## src/rtl/uart_tx_scheduler_if.sv

```systemverilog
// rtl/uart_tx_scheduler_if.sv - requester and byte-transmitter handshake bundle for uart_tx_scheduler
interface uart_tx_scheduler_if;
    logic [1:0]  req_valid_in;
    logic [16:0] req0_data_in;
    logic [16:0] req1_data_in;
    logic [1:0]  req_ready_out;
    logic [7:0]  tx_byte_out;
    logic        tx_valid_out;
    logic        tx_ready_in;
    logic        grant_id_out;
    logic        busy_out;

    modport master (
        output req_valid_in, req0_data_in, req1_data_in, tx_ready_in,
        input  req_ready_out, tx_byte_out, tx_valid_out, grant_id_out, busy_out
    );

    modport slave (
        input  req_valid_in, req0_data_in, req1_data_in, tx_ready_in,
        output req_ready_out, tx_byte_out, tx_valid_out, grant_id_out, busy_out
    );
endinterface

```

## src/rtl/uart_tx_scheduler.sv

```systemverilog
// rtl/uart_tx_scheduler.sv - two-requester round-robin scheduler framing 17-bit words into 3 tagged bytes
module uart_tx_scheduler #(
    parameter int GAP_CYCLES = 16
) (
    input  logic               clk_in,
    input  logic               rst_n_in,
    uart_tx_scheduler_if.slave bus
);
    localparam int CW = (GAP_CYCLES > 1) ? $clog2(GAP_CYCLES) : 1;
    localparam logic [CW-1:0] GAP_LOAD = CW'((GAP_CYCLES > 0) ? GAP_CYCLES - 1 : 0);

    typedef enum logic [2:0] {IDLE, SEND_B1, SEND_B2, SEND_B3, GAP} state_t;

    state_t          r_state;
    logic [16:0]     r_word;
    logic            r_last_grant;
    logic [CW-1:0]   r_gap_cnt;
    logic [7:0]      r_tx_byte;
    logic            r_tx_valid;
    logic            r_grant_id;
    logic            r_busy;

    logic            w_grant;
    logic            w_take;
    logic [16:0]     w_sel_data;

    // On contention the requester not served last wins; a lone requester wins outright.
    always_comb begin
        if (bus.req_valid_in == 2'b11) begin
            w_grant = ~r_last_grant;
        end else begin
            w_grant = bus.req_valid_in[1];
        end
    end

    assign w_take     = rst_n_in && (r_state == IDLE) && (|bus.req_valid_in);
    assign w_sel_data = w_grant ? bus.req1_data_in : bus.req0_data_in;

    assign bus.req_ready_out = w_take ? (w_grant ? 2'b10 : 2'b01) : 2'b00;
    assign bus.tx_byte_out   = r_tx_byte;
    assign bus.tx_valid_out  = r_tx_valid;
    assign bus.grant_id_out  = r_grant_id;
    assign bus.busy_out      = r_busy;

    always_ff @(posedge clk_in or negedge rst_n_in) begin
        if (!rst_n_in) begin
            r_state      <= IDLE;
            r_word       <= '0;
            r_last_grant <= 1'b1;
            r_gap_cnt    <= '0;
            r_tx_byte    <= '0;
            r_tx_valid   <= 1'b0;
            r_grant_id   <= 1'b0;
            r_busy       <= 1'b0;
        end else begin
            case (r_state)
                IDLE: begin
                    if (|bus.req_valid_in) begin
                        r_word       <= w_sel_data;
                        r_last_grant <= w_grant;
                        r_grant_id   <= w_grant;
                        r_tx_byte    <= {2'b00, w_sel_data[5:0]};
                        r_tx_valid   <= 1'b1;
                        r_busy       <= 1'b1;
                        r_state      <= SEND_B1;
                    end
                end
                SEND_B1: begin
                    if (bus.tx_ready_in) begin
                        r_tx_byte <= {2'b01, r_word[11:6]};
                        r_state   <= SEND_B2;
                    end
                end
                SEND_B2: begin
                    if (bus.tx_ready_in) begin
                        r_tx_byte <= {3'b100, r_word[16:12]};
                        r_state   <= SEND_B3;
                    end
                end
                SEND_B3: begin
                    if (bus.tx_ready_in) begin
                        r_tx_byte  <= '0;
                        r_tx_valid <= 1'b0;
                        if (GAP_CYCLES > 0) begin
                            r_gap_cnt <= GAP_LOAD;
                            r_state   <= GAP;
                        end else begin
                            r_busy  <= 1'b0;
                            r_state <= IDLE;
                        end
                    end
                end
                GAP: begin
                    // Counter starts at GAP_CYCLES-1, so leaving after it reads 0 spends exactly GAP_CYCLES cycles here.
                    if (r_gap_cnt == '0) begin
                        r_busy  <= 1'b0;
                        r_state <= IDLE;
                    end else begin
                        r_gap_cnt <= r_gap_cnt - 1'b1;
                    end
                end
                default: begin
                    r_tx_valid <= 1'b0;
                    r_busy     <= 1'b0;
                    r_state    <= IDLE;
                end
            endcase
        end
    end
endmodule

```

## src/flat_wrapper.sv

```systemverilog
// flat-port wrapper written by rule: the top's interface ports become plain ports
module uart_tx_scheduler_flat 
#(
    parameter int GAP_CYCLES = 16
)
  (clk_in, rst_n_in, bus_req_valid_in, bus_req0_data_in, bus_req1_data_in, bus_tx_ready_in, bus_req_ready_out, bus_tx_byte_out, bus_tx_valid_out, bus_grant_id_out, bus_busy_out);
  uart_tx_scheduler_if bus_i ();
  input  logic clk_in;
  input  logic rst_n_in;
  input wire logic [$bits(bus_i.req_valid_in)-1:0] bus_req_valid_in;
  input wire logic [$bits(bus_i.req0_data_in)-1:0] bus_req0_data_in;
  input wire logic [$bits(bus_i.req1_data_in)-1:0] bus_req1_data_in;
  input wire logic [$bits(bus_i.tx_ready_in)-1:0] bus_tx_ready_in;
  output wire logic [$bits(bus_i.req_ready_out)-1:0] bus_req_ready_out;
  output wire logic [$bits(bus_i.tx_byte_out)-1:0] bus_tx_byte_out;
  output wire logic [$bits(bus_i.tx_valid_out)-1:0] bus_tx_valid_out;
  output wire logic [$bits(bus_i.grant_id_out)-1:0] bus_grant_id_out;
  output wire logic [$bits(bus_i.busy_out)-1:0] bus_busy_out;
  assign bus_i.req_valid_in = bus_req_valid_in;
  assign bus_i.req0_data_in = bus_req0_data_in;
  assign bus_i.req1_data_in = bus_req1_data_in;
  assign bus_i.tx_ready_in = bus_tx_ready_in;
  assign bus_req_ready_out = bus_i.req_ready_out;
  assign bus_tx_byte_out = bus_i.tx_byte_out;
  assign bus_tx_valid_out = bus_i.tx_valid_out;
  assign bus_grant_id_out = bus_i.grant_id_out;
  assign bus_busy_out = bus_i.busy_out;
  uart_tx_scheduler #(.GAP_CYCLES(GAP_CYCLES)) u_core (.clk_in(clk_in), .rst_n_in(rst_n_in), .bus(bus_i));
endmodule
```

## config.mk

```make
export PLATFORM = sky130hd
export DESIGN_NAME = uart_tx_scheduler_flat
export DESIGN_NICKNAME = d
export VERILOG_FILES = /design/src/rtl/uart_tx_scheduler_if.sv /design/src/rtl/uart_tx_scheduler.sv /design/src/flat_wrapper.sv
export SDC_FILE = /design/constraint.sdc
export NUM_CORES = 1
export LEC_CHECK = 0
export BUFFER_PORTS_ARGS = -buffer_cell sky130_fd_sc_hd__buf_4
export CAP_MARGIN = 10
export CORE_MARGIN = 5
export CORE_UTILIZATION = 50
export CTS_CLUSTER_SIZE = 8
export DETAILED_ROUTE_END_ITERATION = 6
export PLACE_DENSITY = 0.8
export REMOVE_ABC_BUFFERS = 1
export SLEW_MARGIN = 20
export SYNTH_ARGS = -nofsm -noshare
export SYNTH_HDL_FRONTEND = slang
export SYNTH_SLANG_ARGS = --single-unit
```

## constraint.sdc

```tcl
create_clock -name clk_in -period 2.1 [get_ports clk_in]
set_input_delay 0.21 -clock clk_in [delete_from_list [all_inputs] [get_ports clk_in]]
set_output_delay 0.21 -clock clk_in [all_outputs]
set_load 0.05 [all_outputs]
```

==> impl_metrics.toml <==
[pwr]
leakage_nw = 1.01
power_density_nw_per_um2 = 1520
power_mw = 3.20
max-vdd-ir-drop_v = 0.000705

[sta]
unrepaired_setup_endpoints_after_global_routing = "no"
worst-slew-pin-transition_ps = 600
achievable-frequency_mhz = 497
final_max_slew_viol_count = 0
total_neg_setup_slack_ps = 0
setup_viol = 0
finClkSkew_ps = 10.2
slew-limit-headroom_pct = 59.9
timing.final.crit_period_ps = 2010
hold_viol = 0
period_share_pct = 95.9

[critical_path]
timing.critical_path.required_ps = 1890
r2r_cell_count = 3
setup.worst_path.end_class = "output pin"
setup.reg_to_reg.worst_slack_ps = 220
timing.critical_path.arrival_ps = 1800
cp_max_fo = 7
worstReg2RegStart = "u_core.r_state[1]"
crit_top_cell = "sky130_fd_sc_hd__buf_4"
crit_path_top_delay_cell = "sky130_fd_sc_hd__dfrtp_1"
worstPathCellList = "buf_4, nor3_4, and2b_1, and3b_1, buf_4"
critical_path.startpoint_type = "flip-flop"
critical-path-max-stage-delay_ps = 460
crit-reg2reg-capture = "u_core.bus.tx_byte_out[2]"
capturing_instance_or_port_of_the_critical_path = "bus_req_ready_out[0]"
critical_path_class = "flip-flop to output pin"
crit_path_start = "u_core.r_state[0]"

[grt]
total_global_routing_track_utilization_pct = 19.2
globalRouteOverflowTotal = 0
first_global_vias = 1393
grt_first_pass_wirelength_um = 6440
antenna_violations_before_repair = 0
largest_net_degree_at_the_start_of_global_routing = 24

[clock_network]
clock_slew_at_the_register_clock_pins_of_the_worst_setup_and_hold_paths_ps = 100
h-tree-depth = 2
cts.sinks = 30
cts_root_buf = "sky130_fd_sc_hd__clkbuf_4"
tritoncts = "yes"
clk-insertion-delay-late_ps = 340
cts-buffers-inserted = 5
clock_tree.buffer_depth = 2

[yosys]
yosys.cell_types.count = 38
number_of_flops_mapped_to_enable_cells_by_yosys = 0
syn-cell-area_sq_um = 1600
seq_area_frac_synth_pct = 46.9
synthesis.yosys.warnings = 0
synth_ff_type = "sky130_fd_sc_hd__dfrtp_1"
synth.avg_cell_area_sq_um = 10.1
async_reset_ff_share_pct = 100
ys_ff_latch = 30
synthCells = 158

[job]
max-cap-violations = 0

[place]
port_buffers = 51
finalWeightedCongestion = 0.832
dpl.hpwl_um = 3050

[finish]
filler_cell_count = 252
finalNetCount = 255
post_route_cells_drive_above_1_share_pct = 35.6
layout-area-overhead-vs-synth_pct = 31.5
antennaDiodeCount = 0

[floorplan]
die_y_um = 66.6
boundaryPins = 52
die_width_um = 66.6
start_util_pct = 52.5
core_ar_sq_um = 3050
row_count = 20
fp.dieArea_sq_um = 4440

[route]
post_route_ant_nets = 0
drt-wirelength-per-cell_um = 15.3
total_detailed_routing_wirelength_um = 3980
detail_route.vias_per_cell = 5.30
initialDrtViolationCount = 80
detail_route.drc_violations = 0
drt_first_pass_iters = 4
routed-via-count = 1379

[status]
status = "complete, no violations"

[worst_hold_path]
hp-class = "input port to flip-flop"
## worst min path at each step
stage,startpoint,endpoint,slack (ps),cells after the start
after floorplan,rst_n_in,u_core.bus.busy_out,-90,0
after global placement,rst_n_in,u_core.bus.grant_id_out,40,1
after detailed placement,rst_n_in,u_core.bus.grant_id_out,40,1
after CTS,bus_req_valid_in[0],u_core.r_last_grant,30,2
after global routing,bus_req_valid_in[0],u_core.r_last_grant,30,2
final,bus_req_valid_in[0],u_core.r_last_grant,40,2
## worst max-delay path, delay by kind of cell, from the launching register on
family / cells / cell delay (ps)
buffers and inverters: 2 / 400
and+or+nand+nor: 3 / 600
DFF: 1 / 460
## cell type report
cell class,instances,area (sq um),share of cell area [%]
multi-input cells,113,776,36.8
inverters,7,26.3,1.25
well taps,44,55.1,2.61
clock buffers,7,55.1,2.61
repair buffers,58,438,20.8
flip-flops and latches,30,752,35.7
clock inverters,1,5.00,0.238
## layout by cell type, fill, tap and decap left out, drive strengths merged, types with 2 or more instances in the layout
master    n
buf      57
dfrtp    29
nor2     19
mux2i    16
a21oi    13
nand2    11
o21ai    11
mux2      7
clkbuf    7
inv       6
o22ai     6
nor3      4
a21o      3
o21a      3
xnor2     2
a2bb2oi   2
clkinv    2
## power breakdown
group          internal, mW  total [mW]  switching (mW)  leakage (nW)
clock                 0.162       0.369           0.207        0.0353
sequential            0.864        1.11           0.244         0.341
combinational         0.697        1.73            1.03         0.630
## Yosys cell counts, types with 3 or more instances
master	count	area [sq um]
sky130_fd_sc_hd__nor3_1	3	15.0
sky130_fd_sc_hd__nand2_1	11	41.3
sky130_fd_sc_hd__mux2_2	6	67.6
sky130_fd_sc_hd__mux2i_1	16	160
sky130_fd_sc_hd__o21a_1	3	22.5
sky130_fd_sc_hd__buf_4	3	22.5
sky130_fd_sc_hd__dfrtp_1	29	726
sky130_fd_sc_hd__a21o_1	3	22.5
sky130_fd_sc_hd__a21oi_1	13	65.1
sky130_fd_sc_hd__inv_1	6	22.5
sky130_fd_sc_hd__nor2_1	19	71.3
sky130_fd_sc_hd__o22ai_1	6	37.5
sky130_fd_sc_hd__o21ai_0	11	55.1
## sequential cells by signal, indices dropped and copies added, names as in the netlist
signal	count
u_core.bus.tx_byte_out	8
u_core.r_last_grant	1
u_core.bus.tx_valid_out	1
u_core.r_gap_cnt	4
u_core.bus.busy_out	1
u_core.r_state	3
u_core.bus.grant_id_out	1
u_core.r_word	11
## per-layer routing
metal  vias to the layer above  share of wire [%]  track usage (%)
li1                        674                  -                -
met4                         0               0.98             5.58
met5                         -                  0                0
met3                         5                8.3             6.91
met1                       649                 43             25.0
met2                        51                 48             30.0
## logic make-up after synthesis
family                   share of synthesized area [%]
AO/OA/AOI/OAI                                     19.5
flip-flops                                        46.9
XOR/XNOR                                          1.09
buffers and inverters                             5.31
multiplexers                                      15.1
AND/OR/NAND/NOR                                   11.2
adder cells (fa/ha/maj)                          0.781
## stage by stage
step	std cells	util, %	setup slack [ps]	hold WS (ps)	instance area (sq um)
2_1_floorplan	150	-	-309	-85.6	1540
3_3_place_gp	251	66.5	332	43.6	2030
3_5_place_dp	251	66.5	273	44.6	2030
4_1_cts	260	68.8	9.33	31.5	2100
5_1_grt	260	69.0	2.31	29.5	2110
6_report	260	69.0	86.1	42.2	2110
## repair_timing
item,CTS,global route
endpoints found under the setup margin,0,1
endpoints found under the hold margin,30,0
buffers inserted,0,0
hold buffers,1,0
resized for setup,0,1
Power figures use the tool's default switching activity.
